## src/rtl/latch_stage.sv

```systemverilog
// Parametrised inter-stage pipeline latch: valid bit, flush, bubble insertion, held-cycle counter.
// Define LATCH_STAGE_STATS_EN to add the stat_stalls / stat_bubbles counters.
module latch_stage #(
  parameter int                 WIDTH       = 32,
  parameter logic [WIDTH-1:0]   BUBBLE      = '0,
  parameter int                 STALL_WIDTH = 6,
  parameter int                 STAGE       = 2,
  parameter int                 HOLD_WIDTH  = 8
) (
  input  logic                   clock,
  input  logic                   reset,
  input  logic [STALL_WIDTH-1:0] stall,
  input  logic                   flush,
  input  logic                   in_valid,
  input  logic [WIDTH-1:0]       in_data,
  output logic                   out_valid,
  output logic [WIDTH-1:0]       out_data,
  output logic [HOLD_WIDTH-1:0]  out_held,
`ifdef LATCH_STAGE_STATS_EN
  output logic [31:0]            stat_stalls,
  output logic [31:0]            stat_bubbles,
`endif
  output logic                   out_bubble
);

  if (STAGE < 0 || STAGE > STALL_WIDTH - 2) begin : g_bad_stage
    $error("latch_stage: STAGE must lie in 0..STALL_WIDTH-2");
  end

  logic up;
  logic dn;
  logic unused_stall_bits;

  assign up = stall[STAGE];
  assign dn = stall[STAGE+1];
  // Only two bits of the stall vector matter here; the rest are deliberately ignored.
  assign unused_stall_bits = ^stall;

  logic                  vld_p1;
  logic [WIDTH-1:0]      data_p1;
  logic [HOLD_WIDTH-1:0] held_p1;
  logic                  bubble_p1;

  // ---- stage boundary: upstream -> latch register ----
  always_ff @(posedge clock) begin
    if (reset || flush) begin
      vld_p1    <= 1'b0;
      data_p1   <= BUBBLE;
      held_p1   <= '0;
      bubble_p1 <= 1'b0;
    end else if (up && !dn) begin
      vld_p1    <= 1'b0;
      data_p1   <= BUBBLE;
      held_p1   <= '0;
      bubble_p1 <= 1'b1;
    end else if (!up) begin
      vld_p1    <= in_valid;
      data_p1   <= in_data;
      held_p1   <= '0;
      bubble_p1 <= 1'b0;
    end else if (held_p1 != {HOLD_WIDTH{1'b1}}) begin
      held_p1   <= held_p1 + 1'b1;
    end
  end

  assign out_valid  = vld_p1;
  assign out_data   = data_p1;
  assign out_held   = held_p1;
  assign out_bubble = bubble_p1;

`ifdef LATCH_STAGE_STATS_EN
  logic [31:0] stalls_p1;
  logic [31:0] bubbles_p1;

  // Statistics survive flush; only reset clears them.
  always_ff @(posedge clock) begin
    if (reset) begin
      stalls_p1  <= '0;
      bubbles_p1 <= '0;
    end else if (!flush) begin
      if (up && dn)  stalls_p1  <= stalls_p1 + 32'd1;
      if (up && !dn) bubbles_p1 <= bubbles_p1 + 32'd1;
    end
  end

  assign stat_stalls  = stalls_p1;
  assign stat_bubbles = bubbles_p1;
`endif

endmodule

```

## config.mk

```make
export PLATFORM = sky130hd
export DESIGN_NAME = latch_stage
export DESIGN_NICKNAME = d
export VERILOG_FILES = /design/src/rtl/latch_stage.sv
export SDC_FILE = /design/constraint.sdc
export NUM_CORES = 1
export LEC_CHECK = 0
export ABC_AREA = 1
export CAP_MARGIN = 15
export CORE_UTILIZATION = 42
export DETAILED_ROUTE_END_ITERATION = 8
export PLACE_DENSITY = 0.81
export SLEW_MARGIN = 20
export SYNTH_ARGS = -nofsm -noshare
export SYNTH_HDL_FRONTEND = slang
export SYNTH_SLANG_ARGS = --single-unit
```

## constraint.sdc

```tcl
create_clock -name clock -period 2 [get_ports clock]
set_input_delay 0.3 -clock clock [delete_from_list [all_inputs] [get_ports clock]]
set_output_delay 0.3 -clock clock [all_outputs]
set_load 0.03 [all_outputs]
```

==> results of run 1 <==
[kinds of logic after synthesis]
group | count (synthesis)
AO/OA/AOI/OAI | 43
flip-flops | 42
adder cells (fa/ha/maj) | 1
AND/OR/NAND/NOR | 105
buffers and inverters | 18
[power breakdown]
group / switching [uW] / leakage [uW] / total [uW] / internal [uW]
Clock: 281 / 0.0000472 / 558 / 277
Combinational: 109 / 0.000520 / 227 / 118
Sequential: 9.22 / 0.000341 / 863 / 854
[area by class of cell]
cell class | count | area (um2) | area share (%)
Sequential cell | 42 | 841 | 33.3
Timing Repair Buffer | 84 | 828 | 32.8
Multi-Input combinational cell | 149 | 666 | 26.4
Clock buffer | 6 | 82.6 | 3.27
Tap cell | 48 | 60.1 | 2.38
Inverter | 8 | 32.5 | 1.29
Clock inverter | 2 | 12.5 | 0.496
[final timing paths]
path	startpoint	end	slack [ps]	depth (start not counted)
worst min-delay path	out_data[8]$_SDFFE_PP0N_	out_data[8]$_SDFFE_PP0N_	470	2
worst max-delay path	out_held[5]$_SDFFE_PP0P_	out_held[5]	290	1
worst max register to register	out_held[0]$_SDFFE_PP0P_	out_held[1]$_SDFFE_PP0P_	710	6
worst min register to register	out_data[8]$_SDFFE_PP0N_	out_data[8]$_SDFFE_PP0N_	470	2
[per-stage QoR]
step / power [uW] / cells / hold slack, ps / cell area (um2) / worst slack [ps]
2_1_floorplan: 992 / 209 / 440 / 1620 / 596
3_3_place_gp: 1110 / 331 / 445 / 2430 / 450
3_5_place_dp: 1110 / 331 / 456 / 2430 / 422
4_1_cts: 1670 / 339 / 468 / 2520 / 280
5_1_grt: 1720 / 339 / 487 / 2520 / 239
6_report: 1650 / 339 / 466 / 2520 / 295
[layer usage]
layer	GRT usage, %	part of all wire (%)	vias up
met3	6.96	6.5	2
met2	31.8	46	49
li1	-	-	824
met5	0	0	-
met4	5.97	0.41	0
met1	21.7	47	691
[synthesized netlist by cell type]
| cell | count |
|---|---|
| o21ai_4 | 1 |
| nand3_1 | 4 |
| ha_1 | 1 |
| clkinv_1 | 1 |
| inv_4 | 1 |
| buf_6 | 3 |
| nor3_1 | 1 |
| buf_4 | 4 |
| buf_2 | 3 |
| inv_1 | 6 |
| nand2_2 | 3 |
| dfxtp_1 | 42 |
| a31oi_1 | 1 |
| nor2_4 | 2 |
| a21oi_1 | 37 |
| nand2_1 | 78 |
| o21ai_0 | 4 |
| nor2_2 | 1 |
| nor2_1 | 16 |
[sequential cells by signal, summed over array words and instances, names as in the netlist]
signal	flops
out_bubble	1
out_data	32
out_held	8
out_valid	1
[worst register-to-register path: cells and delay by family, from the launching register on]
kind,cells,cell delay (ps)
compound gates,1,180
flops,1,400
simple gates,4,410
fa+ha+maj,1,200
==> metrics.txt, run 1 <==
run status=finished clean; Die Y=64.1 um; Pre-antenna DRT Iters=4; commonest non-fill, non-tap cell in the layout=clkdlybuf4s50_1; initial antenna violation count=0; CTS tree=yes; GPL Wtd Cong=0.802; compound-cell area share of the yosys netlist=14.1%; CP max-delay cell=clkdlybuf4s50_1; Seq cells post-synth=42; min cycle time layout=1710 ps; Slew Limit Fails=0; setup_tns=0 ps; Starting Density=43.9%; Post-Syn Instances=209; Power Dens Cells=653 nW/um2; Die Footprint=4100 um2; GRT overflow=0; hpwl dp=2540 um; Area Growth Syn to Fin=55.9%; DRT antenna net count=0; peak supply drop=460 uV; Port Buffer Count=79; Syn Nets=252; largest family of logic cells by synthesized area=simple AND/OR/NAND/NOR gates; most frequent cells in the layout=clkdlybuf4s50_1 (79), nand2_1 (78), dfxtp_1 (42), a21oi_1 (37), nor2_1 (16); Worst Path Buf+Inv=1; post-synthesis mux area share=0%; Max-slew headroom=77.8%; Synth warnings=0; synth unique cells=19; I/O pin cnt=84; die width=64.1 um; crit-path leading delay family=buffers and inverters; cts repair resizes=0; initial drt markers=85; CP Launch Type=flop; ANT cells=0; HP Class=flop to flop; Rows=22; fin util=68.4%; pin count of the biggest net entering global routing=29; layout cells sized above 1=7.22%; clock slew at reported path FFs=80 ps; CP Class=flop to primary output; f_max=0.586 GHz; Final setup viols=0; Max Cap Viol=0; DR DRC count=0; Fillers=326; Setup Buffers After CTS=0; top cells by area, synth=dfxtp_1 (52%), nand2_1 (18%), a21oi_1 (11%); H-tree depth=2; Final Hold Vio Count=0; vias in the first global route=1,410; Post-Syn Area=1620 um2; post-synthesis average cell area=7.74 um2; Post-Synth Simple-Gate Area=26.3%; CP arrival=1410 ps; XOR/XNOR share of the synthesized area=0%; Synth Area in Adders=0.773%; core area=3690 um2; critical path peak fanout=6; crit-path cells=clkdlybuf4s50_1; Root Driver=clkbuf_8; CTS Buffer Depth=2; vias=1,566; post-DR wirelength/cell=10.7 um; RSZ-0062 raised after global routing=no; first-pass GRT wire length=5980 um; CP max stage delay=700 ps; Slew @ Worst Pin=332 ps; Setup crit end kind=primary output; GRT Resource Usage Total=18.7%; NumNets Final=333; total wire length=3620 um; clk sinks=42; Seq/Total Area, Yosys=52.0%; DR vias/cell=4.62; CTS buffer count=5; worst skew pair latency=280 ps; Post-CTS Hold Buffers=0; worst path required time=1700 ps; P_leak=0.000908 uW; top cell type's share of synthesized area=52.0%; leading area contributor after synthesis=dfxtp_1; clk_skew=3.31 ps; final worst-path cycle share=85.3%
(Power assumes the default switching activity.)
==> inputs of run 2 (changes only) <==
SETUP_SLACK_MARGIN = 0.15   (was not set)
==> results of run 2 <==
Final layout, timing and power as in run 1 (identical DEF).
==> inputs of run 3 (changes only) <==
ABC_AREA = not set   (was 1)
PLACE_DENSITY = 0.82   (was 0.81)
==> metrics.txt, run 3 <==
post-DR wirelength/cell=11.7 um (was 10.7 um); Post-Syn Area=1610 um2 (was 1620 um2); crit-path cells=clkdlybuf4s50_1 (unchanged); ys async rst share=0% (unchanged); setup_tns=0 ps (unchanged); Die Y=63.9 um (was 64.1 um); P_int=1520 uW (was 1250 uW); final worst-path cycle share=87.8% (was 85.3%); leading area contributor after synthesis=dfxtp_1 (unchanged); Worst Path Buf+Inv=1 (unchanged); crit-path leading delay family=buffers and inverters (unchanged); ANT cells=0 (unchanged); DRT antenna net count=0 (unchanged); CTS buffer count=5 (unchanged); DR DRC count=0 (unchanged); Slew @ Worst Pin=462 ps (was 332 ps); CP Class=flop to primary output (unchanged); Flop pwr share=45.3% (was 52.4%); clk sinks=42 (unchanged); P_leak=0.00100 uW (was 0.000908 uW); post-synthesis average cell area=10.2 um2 (was 7.74 um2); EDFF count, synth=0 (unchanged); max reg flops=32 (unchanged); worst skew pair latency=290 ps (was 280 ps); CTS tree=yes (unchanged); Comb pwr share=12.1% (was 13.7%); first-pass GRT wire length=5380 um (was 5980 um); CTS Buffer Depth=2 (unchanged); pin count of the biggest net entering global routing=34 (was 29); top cells by count, synth=dfxtp_1 (42), nor2_1 (35), mux2i_1 (33) (was nand2_1 (78), dfxtp_1 (42), a21oi_1 (37)); Root Driver=clkbuf_8 (unchanged); Post-CTS Hold Buffers=0 (unchanged); Max-slew headroom=69.2% (was 77.8%); worst path required time=1700 ps (about the same); hpwl dp=2350 um (was 2540 um); Placed Cells=278 (was 331); clock slew at reported path FFs=80 ps (about the same); GPL Wtd Cong=0.807 (was 0.802); Post-Syn Instances=158 (was 209); top cell type's share of synthesized area=52.2% (was 52.0%); HP Class=primary input to flop (was flop to flop); Final setup viols=0 (unchanged); min cycle time layout=1760 ps (was 1710 ps); DR vias/cell=4.80 (was 4.62); CP Launch Type=flop (unchanged); register area=841 um2 (unchanged); vias=1,373 (was 1,566); initial antenna violation count=0 (unchanged); Area Growth Syn to Fin=58.8% (was 55.9%); Power Dens Cells=747 nW/um2 (was 653 nW/um2); multi-input combinational cell area=694 um2 (was 666 um2); run status=finished clean (unchanged); NumNets Final=280 (was 333); top cells by area, synth=dfxtp_1 (52%), mux2i_1 (21%), nor2_1 (8.2%) (was dfxtp_1 (52%), nand2_1 (18%), a21oi_1 (11%)); die width=63.9 um (was 64.1 um); critical path peak fanout=7 (was 6); Net Sw Frac=20.5% (was 24.2%); RSZ-0062 raised after global routing=no (unchanged); Synth warnings=0 (unchanged); synth unique cells=27 (was 19); clock network fraction of design power=42.6% (was 33.9%); Max Cap Viol=0 (unchanged); CP max stage delay=710 ps (was 700 ps); Syn Nets=201 (was 252); most frequent cells in the layout=clkdlybuf4s50_1 (78), dfxtp_1 (42), nor2_1 (35), mux2i_1 (33), nor3_1 (7) (was clkdlybuf4s50_1 (79), nand2_1 (78), dfxtp_1 (42), a21oi_1 (37), nor2_1 (16)); dominant synthesized flop cell=dfxtp_1 (unchanged); Setup Buffers After CTS=0 (unchanged); Die Footprint=4090 um2 (was 4100 um2); GRT Resource Usage Total=17.0% (was 18.7%); Pre-antenna DRT Iters=4 (unchanged); Fillers=302 (was 326); vias in the first global route=1,217 (was 1,410); cts repair resizes=0 (unchanged); CP max-delay cell=clkdlybuf4s50_1 (unchanged); switching pwr=392 uW (was 399 uW); clk_skew=0.537 ps (was 3.31 ps); Setup crit end kind=primary output (unchanged); initial drt markers=91 (was 85); Final Hold Vio Count=0 (unchanged); layout cells sized above 1=6.72% (was 7.22%); Seq/Total Area, Yosys=52.2% (was 52.0%); CP arrival=1460 ps (was 1410 ps); f_max=0.570 GHz (was 0.586 GHz); Port Buffer Count=79 (unchanged); peak supply drop=486 uV (was 460 uV); H-tree depth=2 (unchanged); Slew Limit Fails=0 (unchanged); Starting Density=44.0% (was 43.9%); core area=3660 um2 (was 3690 um2); GRT overflow=0 (unchanged); total wire length=3350 um (was 3620 um); Rows=22 (unchanged); count leader, synth=dfxtp_1 (was nand2_1); Seq cells post-synth=42 (unchanged); I/O pin cnt=84 (unchanged); Non-Filler Instances=286 (was 339); commonest non-fill, non-tap cell in the layout=clkdlybuf4s50_1 (unchanged)
## run 3: cell types whose count changed after synthesis, sizes merged, moves of 3 or more
| cell | delta |
|---|---|
| nor2 | +16 |
| nor3 | +6 |
| nand2 | -79 |
| inv | -4 |
| mux2i | +33 |
| nand4 | +3 |
| o21ai | -3 |
| a21oi | -33 |
## run 3: worst min-delay path, delay by kind of cell
family                 cells  cell delay (ps)
AND/OR/NAND/NOR            1               80
AO/OA/AOI/OAI              1               30
buffers and inverters      1              180
## run 3: final cells by class
| type | instances | share of cell area, % |
|---|---|---|
| clock inverters | 2 | 2.35 |
| repair buffers | 82 | 31.6 |
| inverters | 3 | 0.440 |
| clock buffers | 6 | 3.23 |
| flip-flops and latches | 42 | 32.9 |
| well taps | 48 | 2.35 |
| multi-input cells | 103 | 27.2 |
## run 3: cells by family (layout without fill, tap and decap cells)
logic type	Yosys count	count (layout)	share of synthesized area [%]
and+or+nand+nor	56	56	16.3
muxes	33	33	20.5
adders and majority gates	1	1	0.777
DFF	42	42	52.2
buffers and inverters	13	93	4.66
AOI/OAI and AO/OA	13	13	5.52
## run 3: worst paths after layout
kind	start	to	cells past startpoint	slack, ps
worst max-delay path	out_held[5]$_SDFFE_PP0P_	out_held[5]	1	240
worst min-delay path	stall[2]	out_bubble$_SDFFE_PP0P_	3	360
worst max register to register	out_held[0]$_SDFFE_PP0P_	out_held[7]$_SDFFE_PP0P_	4	630
worst min register to register	out_bubble$_SDFFE_PP0P_	out_bubble$_SDFFE_PP0P_	2	450
## run 3: power groups by stage
stage | sequential [uW] | combinational [uW] | clock (uW)
floorplan | 922 | 78.2 | 0
global placement | 884 | 231 | 0
detailed placement | 884 | 233 | 0
CTS | 865 | 234 | 834
global route | 867 | 247 | 871
finish | 864 | 232 | 813
## run 3: metal layers
layer,GRT usage [%],wire length [um],vias to the layer above,share of wire [%]
met2,26.9,1500,56,45
met4,6.82,19,0,0.57
met3,7.86,300,2,9.0
li1,-,-,701,-
met5,0,0,-,0
met1,19.7,1520,614,46
## run 3: per-stage QoR
| step | setup WS, ps | hold slack [ps] | util (%) | total power, uW | cell area, um2 |
|---|---|---|---|---|---|
| floorplan | 516 | 391 | - | 1000 | 1610 |
| global placement | 373 | 435 | 66.0 | 1110 | 2410 |
| detailed placement | 359 | 438 | 66.0 | 1120 | 2410 |
| CTS | 241 | 353 | 69.9 | 1930 | 2560 |
| global route | 183 | 377 | 69.9 | 1980 | 2560 |
| finish | 244 | 359 | 69.9 | 1910 | 2560 |
